==> src/rtl/pillar_ctrl.sv <==
// Pillar scroller for the flappy-bird game: two looping pillars, LFSR-driven gap
// heights, bird-column scoring and the IDLE/RUN/DEAD game-state machine.
module pillar_ctrl #(
  parameter int unsigned SCREEN_W = 640,
  parameter int unsigned PILLAR_W = 52,
  parameter int unsigned STEP     = 2,
  parameter int unsigned Y_INIT   = 200,
  parameter int unsigned Y_MIN    = 80,
  parameter int unsigned BIRD_X   = 200
) (
  input  logic       clk,
  input  logic       rst,
  input  logic       frame_tick,
  input  logic       start,
  input  logic       crash,
  output logic [9:0] pillar_down_x0,
  output logic [9:0] pillar_down_x1,
  output logic [8:0] pillar_y0,
  output logic [8:0] pillar_y1,
  output logic       pillar_vld0,
  output logic       pillar_vld1,
  output logic [9:0] score,
  output logic       score_pulse,
  output logic [1:0] game_state
);

  localparam logic [9:0]  WRAP_X    = 10'(SCREEN_W + PILLAR_W - 1);
  localparam logic [9:0]  HALF_X    = 10'((SCREEN_W + PILLAR_W - 1) / 2);
  localparam logic [9:0]  STEP_X    = 10'(STEP);
  localparam logic [9:0]  BIRD_COL  = 10'(BIRD_X);
  localparam logic [8:0]  Y_RST     = 9'(Y_INIT);
  localparam logic [8:0]  Y_LO      = 9'(Y_MIN);
  localparam logic [9:0]  SCORE_MAX = 10'd999;
  localparam logic [15:0] SEED      = 16'hACE1;

  typedef enum logic [1:0] {
    IDLE = 2'b00,
    RUN  = 2'b01,
    DEAD = 2'b10
  } state_t;

  state_t      state, state_nx;
  logic [15:0] lfsr;
  logic [8:0]  y_rand;
  logic [9:0]  x0_nx, x1_nx, score_nx;
  logic [8:0]  y0_nx, y1_nx;
  logic        vld0_nx, vld1_nx, pulse_nx;
  logic        cross0, cross1;
  logic [1:0]  hits;
  logic [10:0] sum;

  // Wrap test comes before the subtraction so x never underflows.
  function automatic logic [9:0] advance(input logic [9:0] x);
    return (x >= STEP_X) ? x - STEP_X : WRAP_X;
  endfunction

  assign y_rand = Y_LO + {1'b0, lfsr[7:0]};

  // Galois form of x^16+x^14+x^13+x^11+1; maximal length, so a nonzero seed never reaches zero.
  always_ff @(posedge clk) begin
    if (rst) lfsr <= SEED;
    else     lfsr <= {1'b0, lfsr[15:1]} ^ (lfsr[0] ? 16'hB400 : '0);
  end

  always_ff @(posedge clk) begin
    if (rst) state <= IDLE;
    else     state <= state_nx;
  end

  always_comb begin
    state_nx = state;
    unique case (state)
      IDLE:    if (start) state_nx = RUN;
      RUN:     if (crash) state_nx = DEAD;
      DEAD:    if (start) state_nx = IDLE;
      default: state_nx = IDLE;
    endcase
  end

  always_comb begin
    game_state = state;
  end

  always_comb begin
    x0_nx    = pillar_down_x0;
    x1_nx    = pillar_down_x1;
    y0_nx    = pillar_y0;
    y1_nx    = pillar_y1;
    vld0_nx  = pillar_vld0;
    vld1_nx  = pillar_vld1;
    score_nx = score;
    pulse_nx = 1'b0;
    cross0   = 1'b0;
    cross1   = 1'b0;
    hits     = '0;
    sum      = '0;
    unique case (state)
      IDLE: if (start) begin
        vld0_nx = 1'b1;
        y0_nx   = y_rand;
      end
      RUN: if (!crash && frame_tick) begin
        // Pillar 1 uses its pre-edge valid, so it holds at WRAP_X on the edge it is enabled.
        if (pillar_vld0) begin
          x0_nx  = advance(pillar_down_x0);
          cross0 = (pillar_down_x0 >= BIRD_COL) && (x0_nx < BIRD_COL);
          if (pillar_down_x0 < STEP_X) y0_nx = y_rand;
          if (x0_nx <= HALF_X) vld1_nx = 1'b1;
        end
        if (pillar_vld1) begin
          x1_nx  = advance(pillar_down_x1);
          cross1 = (pillar_down_x1 >= BIRD_COL) && (x1_nx < BIRD_COL);
          if (pillar_down_x1 < STEP_X) y1_nx = y_rand;
        end
        hits = {1'b0, cross0} + {1'b0, cross1};
        sum  = {1'b0, score} + {9'b0, hits};
        if (hits != 2'd0) begin
          pulse_nx = 1'b1;
          score_nx = (sum > {1'b0, SCORE_MAX}) ? SCORE_MAX : sum[9:0];
        end
      end
      DEAD: if (start) begin
        x0_nx    = WRAP_X;
        x1_nx    = WRAP_X;
        y0_nx    = Y_RST;
        y1_nx    = Y_RST;
        vld0_nx  = 1'b0;
        vld1_nx  = 1'b0;
        score_nx = '0;
      end
      default: ;
    endcase
  end

  always_ff @(posedge clk) begin
    if (rst) begin
      pillar_down_x0 <= WRAP_X;
      pillar_down_x1 <= WRAP_X;
      pillar_y0      <= Y_RST;
      pillar_y1      <= Y_RST;
      pillar_vld0    <= 1'b0;
      pillar_vld1    <= 1'b0;
      score          <= '0;
      score_pulse    <= 1'b0;
    end else begin
      pillar_down_x0 <= x0_nx;
      pillar_down_x1 <= x1_nx;
      pillar_y0      <= y0_nx;
      pillar_y1      <= y1_nx;
      pillar_vld0    <= vld0_nx;
      pillar_vld1    <= vld1_nx;
      score          <= score_nx;
      score_pulse    <= pulse_nx;
    end
  end

endmodule

==> config.mk <==
export PLATFORM = sky130hd
export DESIGN_NAME = pillar_ctrl
export DESIGN_NICKNAME = d
export VERILOG_FILES = /design/src/rtl/pillar_ctrl.sv
export SDC_FILE = /design/constraint.sdc
export NUM_CORES = 1
export LEC_CHECK = 0
export CAP_MARGIN = 20
export CORE_ASPECT_RATIO = 0.7
export CORE_UTILIZATION = 53
export CTS_CLUSTER_SIZE = 16
export DETAILED_ROUTE_END_ITERATION = 12
export PLACE_DENSITY = 0.79
export SLEW_MARGIN = 20
export SYNTH_ARGS = -nofsm -noshare
export SYNTH_HDL_FRONTEND = slang
export SYNTH_SLANG_ARGS = --single-unit
==> constraint.sdc <==
create_clock -name clk -period 5.66 [get_ports clk]
set_input_delay 1.132 -clock clk [delete_from_list [all_inputs] [get_ports clk]]
set_output_delay 1.132 -clock clk [all_outputs]
set_load 0.02 [all_outputs]
# ---- After elaboration in Yosys (flattened, before gate mapping)
# Cells that the tools add are included.
dict set report word_totals {
  ff_bits 69
  elab_cells 101
}
dict set report op_classes {
  add_sub_neg 5
  magnitude_cmp 10
  n_eq_ne 12
  mux 43
  bitwise 3
  n_reduce_logical 18
}
# op n
set ops {}
lappend ops {{$mux W10} 11}
lappend ops {{$mux W9} 8}
lappend ops {{$pmux W10 S2} 3}
lappend ops {{$pmux W9 S3} 1}
lappend ops {{$ge A10 B2 Y1 const B} 2}
lappend ops {{$ge A10 B8 Y1 const B} 2}
lappend ops {{$lt A10 B2 Y1 const B} 2}
lappend ops {{$lt A10 B8 Y1 const B} 2}
lappend ops {{$ne A2 B2 Y1 const B} 10}
lappend ops {{$sub A10 B2 Y10 const B} 2}
lappend ops {{$pmux W9 S2} 1}
lappend ops {{$mux W16} 1}
lappend ops {{$xor A15 B16 Y16} 1}
lappend ops {{$mux W1} 12}
lappend ops {{$reduce_and A4 Y1} 3}
lappend ops {{$add A10 B2 Y11} 1}
lappend ops {{$gt A11 B10 Y1 const B} 1}
lappend ops {{$le A10 B9 Y1 const B} 1}
lappend ops {{$reduce_and A5 Y1} 2}
lappend ops {{$add A7 B8 Y9 const A} 1}
lappend ops {{$mux W2} 3}
lappend ops {{$pmux W2 S3} 1}
lappend ops {{$reduce_and A3 Y1} 2}
lappend ops {{$reduce_and A6 Y1} 1}
lappend ops {{other kinds (11)} 17}

# ---- Longest topological paths before layout
dict set report depth {
  ltp_word 14
  ltp_mapped 19
  mapped_depth_nobuf 17
}

# ---- Worst setup path before layout
# OpenSTA, ideal clock, no wires.
dict set report synth_path {
  path_type {flip-flop to flip-flop}
  from {register pillar_down_x0[1]}
  to {register score[5]}
  setup_time_ns 0.095
  arrival_time_ns 4.351
  path_slack_ns 1.214
  stages_incl_launch_ff 20
  path_buffers 3
  synth_period_minus_slack_ns 4.446
  path_cell_list {dfxtp_1 -> inv_1 -> ha_1 -> clkbuf_1 -> or3b_2 -> clkbuf_1 -> nor3_1 -> nand2_1 -> xor2_1 -> and4_1 -> ha_1 -> ha_1 -> inv_1 -> fa_1 -> clkbuf_1 -> nor3_1 -> nand2_1 -> a221oi_1 -> nor2_1 -> a221oi_1}
}
dict set report synth_between {
  elab_chain_len 14
  word_cells_on_any_way 19
}
# element line
set synth_rtl {}
lappend synth_rtl {{start: declaration} 16} ;# output logic [9:0] pillar_down_x0,
lappend synth_rtl {{start signal: assignment} 146} ;# pillar_down_x0 <= x0_nx;
lappend synth_rtl {{$sub A10 B2 Y10 / $ge A10 B2 Y1 (equally long branches)} 54} ;# return (x >= STEP_X) ? x - STEP_X : WRAP_X;
lappend synth_rtl {{$mux W10} 54}
lappend synth_rtl {{$lt A10 B8 Y1} 106} ;# cross0 = (pillar_down_x0 >= BIRD_COL) && (x0_nx < BIRD_COL);
lappend synth_rtl {{$logic_and A1 B1 Y1 *} 106}
lappend synth_rtl {{$mux W1 *} 104} ;# if (pillar_vld0) begin
lappend synth_rtl {{$mux W1 *} 102} ;# RUN: if (!crash && frame_tick) begin
lappend synth_rtl {{$mux W1 *} 97} ;# unique case (state)
lappend synth_rtl {{$add A1 B1 Y2 *} 115} ;# hits = {1'b0, cross0} + {1'b0, cross1};
lappend synth_rtl {{$add A10 B2 Y11} 116} ;# sum = {1'b0, score} + {9'b0, hits};
lappend synth_rtl {{$gt A11 B10 Y1} 119} ;# score_nx = (sum > {1'b0, SCORE_MAX}) ? SCORE_MAX : sum[9:0];
lappend synth_rtl {{$mux W10} 119}
lappend synth_rtl {{$mux W10} 117} ;# if (hits != 2'd0) begin
lappend synth_rtl {{$mux W10} 102}
lappend synth_rtl {{$pmux W10 S2} 97}
lappend synth_rtl {{end signal: assignment} 152} ;# score <= score_nx;
lappend synth_rtl {{end: declaration} 22} ;# output logic [9:0] score,
# Mark *: on every way between the ends. The rest lies on a longest branch, timed or not. The select of a mux whose other input is x is not followed.
# A chain may end at the register's enable or synchronous reset.

# ---- Worst setup path in the final report
dict set report layout_path {
  from {register pillar_down_x0[1]}
  to {register score[6]}
}
# Same word-level chain as after synthesis.

==> flow_metrics.tcl <==
set metrics [dict create \
    globalRouteMet2Util 0.3634 \
    number_of_optimization_iterations_in_the_first_detailed_route_pass 5 \
    slowest_stage_delay_cp_ns 0.54 \
    antenna_cells 0 \
    type_of_the_tightest_min_delay_check "flip-flop to flip-flop" \
    grt_setup_unrepaired "false" \
    yosys_warnings 0 \
    synthXorXnorAreaFrac 0.03729 \
    grt.met1_usage 0.3726 \
    num_io_pins 58 \
    power_mw 1.090 \
    via_per_inst 5.723 \
    cts.root.buffer_cell "sky130_fd_sc_hd__clkbuf_8" \
    post_route_cells_drive_above_1_share 0.07851 \
    area_taken_by_multi_input_logic_gates_mm2 0.001954 \
    grt-busiest-layer "met1" \
    timing.critical_path.from_type "flip-flop" \
    setup.worst_path.end_class "flip-flop" \
    syn_to_final_growth_pct 22.51 \
    achievable-frequency_mhz 208.5 \
    vdd_drop_max_v 0.0001364 \
    clock_latency_ns 0.37 \
    setup_total_negative_slack_ns 0 \
    starting_density_of_the_core 0.5561 \
    synth.area.mux_share 0.003196 \
    maxCapViolations 0 \
    ys.flop_type "sky130_fd_sc_hd__dfxtp_1" \
    ys_seq_area_frac 0.3920 \
    die_width_um 99.45 \
    drt_iter0_drc 239 \
    rows 24 \
    mappedNetlistArea_mm2 0.003523 \
    buffer_levels_on_the_longest_clock_path 2 \
    synth_compound_area_frac 0.1779 \
    drt_drc_violations_left 0 \
    critical_path_required_ns 5.93 \
    final_global_route_overflow_total 0 \
    antenna_found_initial 0 \
    coreArea_mm2 0.006336 \
    count_of_flip_flops_with_a_built_in_enable_after_synthesis 0 \
    run_status "finished, final reports clean" \
    combinational_family_with_the_most_area_after_synthesis "simple AND/OR/NAND/NOR gates" \
    floorplan.die_area_mm2 0.006983 \
    final_max_slew_viol_count 0 \
    critical_path_cell_by_cell "inv_1 > ha_1 > or3b_2 > nor3_1 > nand2_1 > xor2_1 > and4_1 > ha_1 > ha_1 > inv_1 > fa_1 > o211ai_1 > o21ai_0 > a21o_1 > a221oi_1 > nor2_1 > a221oi_1" \
    cp_slowest_cell "sky130_fd_sc_hd__or3b_2" \
    post_drt_wl_per_cell_um 14.68 \
    timing.critical_path.fanout_max 12 \
    post-route-util 0.6813 \
    static-leakage-power_nw 1.477 \
    drtAntennaViolNets 0 \
    finalWeightedCongestion 0.9235 \
    clk_transition_reported_paths_ns 0.07 \
    post-route-min-period_ns 4.797 \
    mostFrequentLayoutCells "69 x sky130_fd_sc_hd__dfxtp_1, 57 x sky130_fd_sc_hd__clkdlybuf4s50_1, 46 x sky130_fd_sc_hd__nor2_1, 43 x sky130_fd_sc_hd__nand2_1, 33 x sky130_fd_sc_hd__a21oi_1" \
    worst_path_most_repeated_cell "sky130_fd_sc_hd__ha_1" \
    cts_max_level 3 \
    final-setup-viol-count 0 \
    synth.avg_cell_area_um2 8.044 \
    route.vias.total 3291 \
    synth_cell_type_count 59 \
    filler_cell_count 548 \
    cts_inserted_buffers 9 \
    post_cts_setup_buffers 0 \
    timing_worst_slew_pin_value_ns 0.8640 \
    crit_family "simple AND/OR/NAND/NOR gates" \
    post_synthesis_share_of_cell_area_spent_on_and_or_nand_and_nor_gates 0.2987 \
    number_of_endpoints_with_negative_hold_slack_in_the_final_report 0 \
    synth_seq_cells 69 \
    cp.buffers_inverters 2 \
    cts.sink_count 69 \
    final_min_period_over_clock_period 0.8475 \
    cts_tree "built" \
    grt_pass1_wl_um 14030 \
    die_y_um 70.22 \
    netlist_instances 438 \
    regArea_mm2 0.001381 \
    globalRouteMet3Util 0.05506 \
    place.port_buffers 57 \
    post-dp-hpwl_um 5926 \
    slew-limit-headroom 0.4213 \
    global_route.usage.total 0.2552 \
    layout.cells.most_common "sky130_fd_sc_hd__dfxtp_1" \
    arrival_time_at_the_worst_endpoint_ns 5.06 \
    synth-adder-area-share 0.03764 \
    grt_pass1_vias 2926 \
    critical_path_class "flip-flop to flip-flop" \
    power_per_cell_area_mw_per_mm2 252.5 \
    finClkSkew_ns 0.01501 \
    drt_wl_total_um 8442 \
    grt_max_degree 58 \
    number_of_buffers_inserted_by_hold_repair_at_cts 0 \
    net_count_of_the_mapped_netlist 453 \
    post_synth_arst_share 0 \
    fin_nets 494 \
    postCtsResizedCells 0 \
]
## final timing paths
path | start | to | slack, ns | cells after the start
setup / recovery | pillar_down_x0[1] | score[6] | 0.86 | 17
hold / removal | lfsr[8] | lfsr[7] | 0.41 | 1
setup reg to reg | pillar_down_x0[1] | score[6] | 0.86 | 17
hold reg to reg | lfsr[8] | lfsr[7] | 0.41 | 1
## cell families after synthesis
kind of cell	Yosys count
multiplexers	1
buffers and inverters	40
flip-flops	69
AO/OA/AOI/OAI	100
adder cells (fa/ha/maj)	10
AND/OR/NAND/NOR	203
XOR/XNOR	15
## flip-flops by register name, summed over array words and instances (netlist names)
| name | count |
|---|---|
| pillar_vld0 | 1 |
| score | 10 |
| pillar_down_x1 | 10 |
| lfsr | 16 |
| score_pulse | 1 |
| pillar_y0 | 9 |
| pillar_down_x0 | 10 |
| game_state | 2 |
| pillar_y1 | 9 |
| pillar_vld1 | 1 |
## synthesized netlist by cell type (all sizes together), types with 4 or more instances
| cell | count | area, um2 |
|---|---|---|
| nand3b | 5 | 37.54 |
| buf | 6 | 30.03 |
| or2 | 7 | 43.79 |
| dfxtp | 69 | 1381 |
| a31oi | 7 | 43.79 |
| xnor2 | 12 | 105.1 |
| o31ai | 4 | 43.79 |
| o21ai | 27 | 138.9 |
| inv | 12 | 45.04 |
| nor3 | 19 | 95.09 |
| nand2 | 43 | 161.4 |
| nand3 | 20 | 100.1 |
| nand2b | 8 | 50.05 |
| nor2b | 17 | 106.4 |
| a21oi | 35 | 182.7 |
| nor4 | 7 | 43.79 |
| ha | 9 | 112.6 |
| clkbuf | 21 | 80.07 |
| or3 | 10 | 65.06 |
| o211ai | 4 | 30.03 |
| nor2 | 46 | 172.7 |
## power by group
group	switching [mW]	internal (mW)	leakage [nW]
clock	0.205	0.295	0.120
sequential	0.0108	0.500	0.563
combinational	0.0448	0.0348	0.794
total	0.260	0.830	1.48
## per-stage QoR
| stage | instances | worst slack (ns) | hold WS, ns | cell area, um2 |
|---|---|---|---|---|
| 3_3_place_gp | 559 | 1.160 | 0.3916 | 4073 |
| 2_1_floorplan | 438 | 1.214 | 0.3895 | 3523 |
| 4_1_cts | 575 | 0.9189 | 0.4138 | 4317 |
| 3_5_place_dp | 559 | 0.9735 | 0.3950 | 4073 |
| 6_report | 575 | 0.8631 | 0.4111 | 4317 |
| 5_1_grt | 575 | 0.4540 | 0.4410 | 4317 |
## layer usage
metal,part of all wire,vias up
met5,0,-
met4,0.017,0
met3,0.067,14
met2,0.40,130
met1,0.51,1526
li1,-,1621
## cell type report
cell class / instances / share of cell area
Clock buffer: 9 / 0.02870
Multi-Input combinational cell: 329 / 0.4528
Sequential cell: 69 / 0.3200
Tap cell: 91 / 0.02638
Clock inverter: 7 / 0.02783
Timing Repair Buffer: 58 / 0.1339
Inverter: 12 / 0.01043
No activity file was read; power rests on OpenSTA's default activity.
